File: src/rtl/mem_stage_ls.sv
// mem_stage_ls: EX/MEM pipeline register plus byte/half/word load-store unit over a req/ack data port
module mem_stage_ls #(
    parameter int ADDR_W      = 32,
    parameter int REG_AW      = 5,
    parameter int TIMEOUT_CYC = 255
) (
    input  logic              clk,
    input  logic              rst,
    input  logic              flush,
    input  logic              ex_we,
    input  logic [REG_AW-1:0] ex_waddr,
    input  logic [31:0]       ex_wdata,
    input  logic [3:0]        ex_mem_op,
    input  logic [ADDR_W-1:0] ex_mem_addr,
    input  logic [31:0]       ex_store_data,
    output logic              stall_req,
    output logic              mem_req,
    output logic              mem_wr,
    output logic [ADDR_W-1:0] mem_addr,
    output logic [31:0]       mem_wdata,
    output logic [3:0]        mem_sel,
    input  logic              mem_ack,
    input  logic [31:0]       mem_rdata,
    output logic              we_out,
    output logic [REG_AW-1:0] waddr_out,
    output logic [31:0]       wdata_out,
    output logic              exc_misalign,
    output logic              bus_err
);
    typedef enum logic [1:0] {S_IDLE, S_WAIT, S_DONE} state_t;
    localparam logic [15:0] TMO = 16'(TIMEOUT_CYC);
    state_t state_q, state_d;
    logic              we_q, we_d;
    logic [REG_AW-1:0] waddr_q, waddr_d;
    logic [31:0]       wdata_q, wdata_d;
    logic [3:0]        op_q, op_d;
    logic [ADDR_W-1:0] addr_q, addr_d;
    logic [31:0]       sdata_q, sdata_d;
    logic [15:0]       cnt_q, cnt_d;
    logic              mis_q, mis_d, tmo_q, tmo_d, fpend_q, fpend_d;
    logic [31:0]       rdata_q, rdata_d;
    logic              pending, is_load, is_store, is_byte, is_half, is_word;
    logic              misalign, start, active, done;
    logic [1:0]        lane;
    logic [7:0]        byte_v;
    logic [15:0]       half_v;
    logic [31:0]       load_v, store_v;
    logic [3:0]        sel_v;
    always_comb begin
        pending  = (op_q != 4'd0) && (op_q <= 4'd8);
        is_load  = (op_q != 4'd0) && (op_q <= 4'd5);
        is_store = (op_q >= 4'd6) && (op_q <= 4'd8);
        is_byte  = (op_q == 4'd1) || (op_q == 4'd2) || (op_q == 4'd6);
        is_half  = (op_q == 4'd3) || (op_q == 4'd4) || (op_q == 4'd7);
        is_word  = (op_q == 4'd5) || (op_q == 4'd8);
        lane     = addr_q[1:0];
        misalign = (is_half && lane[0]) || (is_word && lane != 2'd0);
        // a flush arriving before the request goes out cancels it instead of starting a bus cycle
        start    = (state_q == S_IDLE) && pending && !flush;
        active   = (start && !misalign) || (state_q == S_WAIT);
        done     = (state_q == S_DONE);
        stall_req = pending && !done;
    end
    always_comb begin
        we_d    = we_q;
        waddr_d = waddr_q;
        wdata_d = wdata_q;
        op_d    = op_q;
        addr_d  = addr_q;
        sdata_d = sdata_q;
        if ((flush && state_q != S_WAIT) || (done && fpend_q)) begin
            we_d    = 1'b0;
            waddr_d = '0;
            wdata_d = '0;
            op_d    = 4'd0;
            addr_d  = '0;
            sdata_d = '0;
        end else if (!stall_req) begin
            we_d    = ex_we;
            waddr_d = ex_waddr;
            wdata_d = ex_wdata;
            op_d    = ex_mem_op;
            addr_d  = ex_mem_addr;
            sdata_d = ex_store_data;
        end
    end
    always_ff @(posedge clk) begin
        if (rst) begin
            state_q <= S_IDLE;
            we_q    <= 1'b0;
            waddr_q <= '0;
            wdata_q <= '0;
            op_q    <= 4'd0;
            addr_q  <= '0;
            sdata_q <= '0;
            cnt_q   <= '0;
            mis_q   <= 1'b0;
            tmo_q   <= 1'b0;
            fpend_q <= 1'b0;
            rdata_q <= '0;
        end else begin
            state_q <= state_d;
            we_q    <= we_d;
            waddr_q <= waddr_d;
            wdata_q <= wdata_d;
            op_q    <= op_d;
            addr_q  <= addr_d;
            sdata_q <= sdata_d;
            cnt_q   <= cnt_d;
            mis_q   <= mis_d;
            tmo_q   <= tmo_d;
            fpend_q <= fpend_d;
            rdata_q <= rdata_d;
        end
    end
    always_comb begin
        state_d = state_q;
        cnt_d   = cnt_q;
        mis_d   = 1'b0;
        tmo_d   = 1'b0;
        rdata_d = rdata_q;
        case (state_q)
            S_IDLE: begin
                if (start && misalign) begin
                    state_d = S_DONE;
                    mis_d   = 1'b1;
                end else if (start && mem_ack) begin
                    state_d = S_DONE;
                    rdata_d = mem_rdata;
                end else if (start) begin
                    state_d = S_WAIT;
                    cnt_d   = 16'd1;
                end
            end
            S_WAIT: begin
                if (mem_ack) begin
                    state_d = S_DONE;
                    rdata_d = mem_rdata;
                end else if (cnt_q >= TMO) begin
                    state_d = S_DONE;
                    tmo_d   = 1'b1;
                end else begin
                    cnt_d = cnt_q + 16'd1;
                end
            end
            default: state_d = S_IDLE;
        endcase
        fpend_d = (state_d == S_IDLE) ? 1'b0 : (fpend_q || (state_q == S_WAIT && flush));
    end
    always_comb begin
        byte_v  = rdata_q[{lane, 3'b000} +: 8];
        half_v  = lane[1] ? rdata_q[31:16] : rdata_q[15:0];
        load_v  = (op_q == 4'd1) ? {{24{byte_v[7]}}, byte_v} :
                  (op_q == 4'd2) ? {24'd0, byte_v} :
                  (op_q == 4'd3) ? {{16{half_v[15]}}, half_v} :
                  (op_q == 4'd4) ? {16'd0, half_v} : rdata_q;
        store_v = is_byte ? {4{sdata_q[7:0]}} : is_half ? {2{sdata_q[15:0]}} : sdata_q;
        sel_v   = is_byte ? (4'b0001 << lane) : is_half ? (lane[1] ? 4'b1100 : 4'b0011) : 4'b1111;
        mem_req   = active;
        mem_wr    = active && is_store;
        mem_addr  = active ? {addr_q[ADDR_W-1:2], 2'b00} : '0;
        mem_wdata = (active && is_store) ? store_v : '0;
        mem_sel   = active ? sel_v : 4'd0;
        we_out    = done ? (we_q && is_load && !mis_q && !tmo_q && !fpend_q && !flush) : (we_q && !stall_req);
        waddr_out = waddr_q;
        wdata_out = (done && is_load) ? load_v : wdata_q;
        exc_misalign = done && mis_q;
        bus_err      = done && tmo_q;
    end
endmodule

File: config.mk
export PLATFORM = sky130hd
export DESIGN_NAME = mem_stage_ls
export DESIGN_NICKNAME = d
export VERILOG_FILES = /design/src/rtl/mem_stage_ls.sv
export SDC_FILE = /design/constraint.sdc
export NUM_CORES = 1
export LEC_CHECK = 0
export CORE_ASPECT_RATIO = 0.9
export CORE_MARGIN = 3
export CORE_UTILIZATION = 40
export CTS_BUF_LIST = sky130_fd_sc_hd__clkbuf_8 sky130_fd_sc_hd__clkbuf_16
export CTS_CLUSTER_DIAMETER = 80
export CTS_CLUSTER_SIZE = 28
export DETAILED_ROUTE_END_ITERATION = 8
export PLACE_DENSITY = 0.7
export SLEW_MARGIN = 5
export SYNTH_ARGS = -nofsm -noshare
export SYNTH_HDL_FRONTEND = slang
export SYNTH_SLANG_ARGS = --single-unit
File: constraint.sdc
create_clock -name clk -period 6.3 [get_ports clk]
set_input_delay 0.945 -clock clk [delete_from_list [all_inputs] [get_ports clk]]
set_output_delay 0.945 -clock clk [all_outputs]
set_load 0.005 [all_outputs]
==> qor.yml, run 1 <==
status:
  outcome: "complete, no violations"
synthesis:
  yosys.area_share.simple_pct: 26.98
  synth_edf_count: 0
  synth_xor_area_share_pct: 0.1092
  yosysSeqAreaShare_pct: 39.68
  async_flop_share_pct: 0
  avgSynthCellArea_sq_um: 7.991
  syn-instance-count: 1004
  yosys.area.top_type: "dfxtp_1"
  synthMuxAreaShare_pct: 10.46
  synth_top_cell_area_share_pct: 39.68
  yosysMostFrequentCell: "nand2_1"
  ys.flop_type: "dfxtp_1"
  synth_area_leaders: "dfxtp_1 40%, nand2_1 11%, a21oi_1 9.5%, mux2i_1 7.2%, nand2b_1 5.1%"
  yosys.area_share.adder_pct: 0.1560
  synth_top_family_by_area: "simple AND/OR/NAND/NOR gates"
  synthTopCellsByCount: "242 x nand2_1, 159 x dfxtp_1, 152 x a21oi_1"
  syn_area_sq_um: 8023
  synth-seq-cells: 159
  yosysWarnings: 0
  synth_cell_types: 65
  synth_compound_area_share_pct: 17.47
timing:
  fmax_mhz: 216.3
  relSlewSlack_pct: 23.38
  fin_tns_setup_ns: 0
  period_share_pct: 73.37
  fin_skew_ns: 0.01110
  finalSetupViolations: 0
  hold_violations: 0
  layout_setup_ws_ns: 1.678
  tightest_slew_ns: 1.145
  rsz0062_at_grt: "false"
  fin_crit_ns: 4.622
  drv_slew: 0
global_routing:
  grt_util_all_layers_pct: 22.19
  antenna_found_initial: 1
  grt_busiest_layer: "met2"
  met2_usage_pct: 33.91
  overflow: 0
  grt_util_met3_pct: 6.766
  grt_max_degree: 78
  met1_usage_pct: 30.43
  grt_pass1_wl_um: 39000
  grt_pass1_vias: 7095
cells_and_area:
  syn2layout_area_growth_pct: 38.72
  fin_nets: 1348
  insertedDiodeCount: 0
  layout-drive-gt1-share_pct: 6.404
  regArea_sq_um: 3183
  final_area_sq_um: 11130
  multiInputGateArea_sq_um: 4451
  fill_cells: 1781
route:
  num_vias: 7605
  wirelength_um: 25270
  wl_per_cell_um: 17.21
  drcViolationCount: 0
  ant_nets: 0
  drt_iter0_drc: 512
  drt-pass1-iter-count: 5
  via_per_inst: 5.181
place:
  dpl-instance-area_sq_um: 10560
  pre_cts_ws_ns: 1.784
  place_hpwl_um: 17920
  gp_congestion: 0.8728
  port-buffer-count: 250
floorplan:
  core_area_sq_um: 19460
  floorplan.io_pins: 253
  row_count: 48
  initial_core_util_pct: 41.23
  die_area_sq_um: 21790
  die_y_um: 140.4
  die_w_um: 155.3
clock_network:
  cts_setup_buffers: 0
  worstSkewPairLatency_ns: 0.42
  postCtsHoldBufs: 0
  clk_path_buf_depth: 2
  htreeDepth: 4
  cts_buffers: 17
  path_clk_slew_ns: 0.06
  cts_resized: 0
  cts-root-buf: "clkbuf_16"
  cts_tree: "yes"
  cts_sinks: 159
critical_path:
  worstPathRequired_ns: 5.35
  crit_fanout: 19
  worstRegToRegCells: 7
  crit_path_end_kind: "output port"
  setup.worst_path.class: "flip-flop to output port"
  critPathLaunchType: "flip-flop"
  cp.arrival_ns: 3.68
hold_path:
  whs_path_depth: 2
  hold_class: "flip-flop to flip-flop"
power:
  peakVddDrop_mv: 0.1615
  p_leak_uw: 0.004192
  powerDensity_nw_per_um2: 243.6
job:
  maxCapViolations: 0
## stage by stage
stage | total power [uW] | hold slack (ns) | utilization (%) | cells
3_3_place_gp | 1731 | 0.4375 | 54.26 | 1436
4_1_cts | 2731 | 0.4512 | 57.20 | 1468
3_5_place_dp | 1735 | 0.4415 | 54.26 | 1436
5_1_grt | 2832 | 0.4635 | 57.20 | 1468
6_report | 2711 | 0.4468 | 57.20 | 1468
2_1_floorplan | 1483 | 0.4273 | - | 1005
## cells by family after synthesis
| group | count (synthesis) |
|---|---|
| simple gates | 455 |
| fa+ha+maj | 1 |
| compound gates | 228 |
| other cells | 1 |
| mux | 74 |
| xor+xnor | 1 |
| flops | 159 |
| buf+inv | 85 |
## cell usage in the layout, fill, tap and decap left out, types with 3 or more instances in the layout
master / count
a21o_1: 7
o21ai_0: 6
nor3_1: 6
buf_4: 10
and2_1: 42
o22a_1: 24
a221o_1: 5
mux2i_1: 58
o21a_1: 4
nand2b_1: 66
nor2_1: 47
nor2b_1: 4
and3_1: 14
clkbuf_16: 17
nand3_1: 7
mux4_2: 7
clkdlybuf4s50_1: 249
inv_6: 5
nand2_1: 242
o21ai_1: 4
dfxtp_1: 159
mux2_2: 9
inv_1: 4
a21oi_1: 152
clkinv_4: 3
nor4_1: 4
clkinvlp_4: 3
nor3b_1: 4
## layout make-up
| class | count | area share [%] |
|---|---|---|
| Clock buffer | 18 | 3.946 |
| Timing Repair Buffer | 261 | 23.29 |
| Sequential cell | 159 | 28.60 |
| Tap cell | 250 | 2.811 |
| Clock inverter | 14 | 1.180 |
| Inverter | 5 | 0.1799 |
| Multi-Input combinational cell | 761 | 39.99 |
## flip-flops by register name, summed over array words and instances (netlist names)
signal     count
tmo_q          1
sdata_q       32
we_q           1
cnt_q         16
mis_q          1
rdata_q       32
fpend_q        1
state_q        2
addr_q        32
op_q           4
waddr_out      5
wdata_q       32
## power breakdown
part | internal (uW) | switching [uW]
registers | 1070 | 61.6
clock network | 560 | 436
logic | 274 | 311
## metal layers
layer  vias up  share of wire, %
li1       3810                 -
met1      3478                46
met2       278                44
met3        37               8.0
met4         2               2.0
met5         -             0.055
## worst max-delay path, cell delays in order (launching register included)
cell             delay (ns)
dfxtp_1                0.58
nor2b_1                0.63
and3_1                 0.80
buf_4                  0.33
o21ai_0                0.12
a21oi_1                0.16
a21o_1                 0.13
clkdlybuf4s50_1        0.50
## path summary, 6_finish.rpt
check / end / start / slack (ns)
hold reg to reg: sdata_q[30]$_SDFFE_PP0N_ / sdata_q[30]$_SDFFE_PP0N_ / 0.45
setup reg to reg: wdata_q[11]$_SDFFE_PP0N_ / state_q[0]$_SDFF_PP0_ / 3.17
setup / recovery: wdata_out[6] / state_q[1]$_SDFF_PP0_ / 1.68
hold / removal: sdata_q[30]$_SDFFE_PP0N_ / sdata_q[30]$_SDFFE_PP0N_ / 0.45
Power figures use the tool's default switching activity.
==> inputs of run 2 (changes only) <==
==> constraint.sdc (replaced) <==
create_clock -name clk -period 4.8 [get_ports clk]
set_input_delay 0.72 -clock clk [delete_from_list [all_inputs] [get_ports clk]]
set_output_delay 0.72 -clock clk [all_outputs]
set_load 0.005 [all_outputs]
==> qor.yml, run 2 (synthesis results as in run 1) <==
status:
  outcome: "complete, no violations"
timing:
  fmax_mhz: 234.0
  drv_slew: 0
  fin_skew_ns: 0.01258
  tightest_slew_ns: 1.108
  finalSetupViolations: 0
  fin_tns_setup_ns: 0
  rsz0062_at_grt: "false"
  fin_crit_ns: 4.273
  relSlewSlack_pct: 26.17
  hold_violations: 0
  layout_setup_ws_ns: 0.5274
  period_share_pct: 89.01
critical_path:
  crit_path_max_incr_delay_ns: 0.66
  worstPathRequired_ns: 4.08
  setup.worst_path.class: "flip-flop to output port"
  crit_path_end_kind: "output port"
  crit_fanout: 25
  crit_chain: "o31a_1 > nor3_1 > nand2_1 > a211oi_1 > clkdlybuf4s50_1"
  cp_top_family: "simple AND/OR/NAND/NOR gates"
  critPathLaunchType: "flip-flop"
  cp.arrival_ns: 3.55
  path_buf_inv: 1
  cp_slowest_cell: "nor3_1"
cells_and_area:
  fin_nets: 1351
  final_area_sq_um: 11120
  final_cell_mix: "249 x clkdlybuf4s50_1, 242 x nand2_1, 159 x dfxtp_1, 152 x a21oi_1, 66 x nand2b_1"
  final_util_pct: 57.14
  layout-drive-gt1-share_pct: 6.634
  final_common_cell: "clkdlybuf4s50_1"
  syn2layout_area_growth_pct: 38.58
  fill_cells: 1814
power:
  clkPwrFrac_pct: 36.2
  seq_power_share_pct: 42.2
  intPower_uw: 2444
  p_leak_uw: 0.004181
  p_sw_uw: 1073
  peakVddDrop_mv: 0.2282
  p_comb_share_pct: 21.6
  powerDensity_nw_per_um2: 316.4
  p_sw_share_pct: 30.51
place:
  place_hpwl_um: 17860
  gp_congestion: 0.8488
  pre_cts_ws_ns: 0.8551
  port-buffer-count: 250
  dpl-instance-area_sq_um: 10570
route:
  drcViolationCount: 0
  ant_nets: 0
  via_per_inst: 5.245
  wirelength_um: 25180
  drt-pass1-iter-count: 8
  wl_per_cell_um: 17.11
  num_vias: 7721
  drt_iter0_drc: 610
global_routing:
  grt_pass1_vias: 7437
  grt_util_all_layers_pct: 22.84
  grt_max_degree: 105
  grt_pass1_wl_um: 40060
  overflow: 0
  antenna_found_initial: 2
clock_network:
  cts_setup_buffers: 0
  cts_buffers: 17
  clk_path_buf_depth: 2
  cts-root-buf: "clkbuf_16"
  cts_tree: "yes"
  postCtsHoldBufs: 0
  htreeDepth: 4
  worstSkewPairLatency_ns: 0.43
  path_clk_slew_ns: 0.06
  cts_resized: 0
  cts_sinks: 159
hold_path:
  hold_class: "flip-flop to flip-flop"
floorplan:
  die_area_sq_um: 21790
  die_w_um: 155.3
  core_area_sq_um: 19460
  row_count: 48
  floorplan.io_pins: 253
  initial_core_util_pct: 41.23
  die_y_um: 140.4
job:
  maxCapViolations: 0
run 2: cell types whose count changed in the layout (fill, tap and decap cells not counted), sizes merged:
cell      previous run  this run
bufinv               1         0
clkinvlp             3         6
clkinv               5         3
buf                 12        15
diode                0         1
run 2: worst paths after layout:
kind,start,to,slack (ns),cells past startpoint
min reg2reg,addr_q[13]$_SDFFE_PP0N_,addr_q[13]$_SDFFE_PP0N_,0.45,2
max reg2reg,op_q[1]$_SDFFE_PP0N_,wdata_q[6]$_SDFFE_PP0N_,2.01,6
min,addr_q[13]$_SDFFE_PP0N_,addr_q[13]$_SDFFE_PP0N_,0.45,2
max,op_q[1]$_SDFFE_PP0N_,mem_wdata[31],0.53,5
run 2: final cells by class:
cell class,count,area (sq um),share of cell area (%)
Timing Repair Buffer,264,2603,23.41
Clock inverter,14,107.6,0.9678
Antenna cell,1,2.502,0.02251
Sequential cell,159,3183,28.63
Inverter,5,20.02,0.1801
Multi-Input combinational cell,761,4451,40.03
Clock buffer,18,439.2,3.950
Tap cell,250,312.8,2.813
run 2: metal layers:
metal  track usage (%)  share of wire, %  up-vias
li1                  -                 -     3798
met1             30.76                44     3587
met2             35.16                45      287
met3             7.105               8.3       47
met4             7.094               2.6        2
met5                 0             0.052        -
run 2: worst register-to-register path, delay by kind of cell, from the launching register on:
family	cells	cell delay [ns]
buffers and inverters	2	1.10
and+or+nand+nor	2	0.58
AOI/OAI and AO/OA	2	0.57
DFF	1	0.47
run 2: power groups by stage:
stage          Combinational (uW)  Sequential (uW)  Clock [uW]
2_1_floorplan                 480             1470           0
3_3_place_gp                  762             1510           0
3_5_place_dp                  762             1510           0
4_1_cts                       767             1480        1300
5_1_grt                       843             1500        1370
6_report                      760             1480        1270
run 2: metrics by stage:
step | total power (uW) | cells | hold WS, ns
floorplan | 1947 | 1005 | 0.4273
global placement | 2272 | 1439 | 0.4328
detailed placement | 2275 | 1439 | 0.4388
CTS | 3553 | 1471 | 0.4493
global route | 3708 | 1472 | 0.4641
finish | 3517 | 1472 | 0.4473
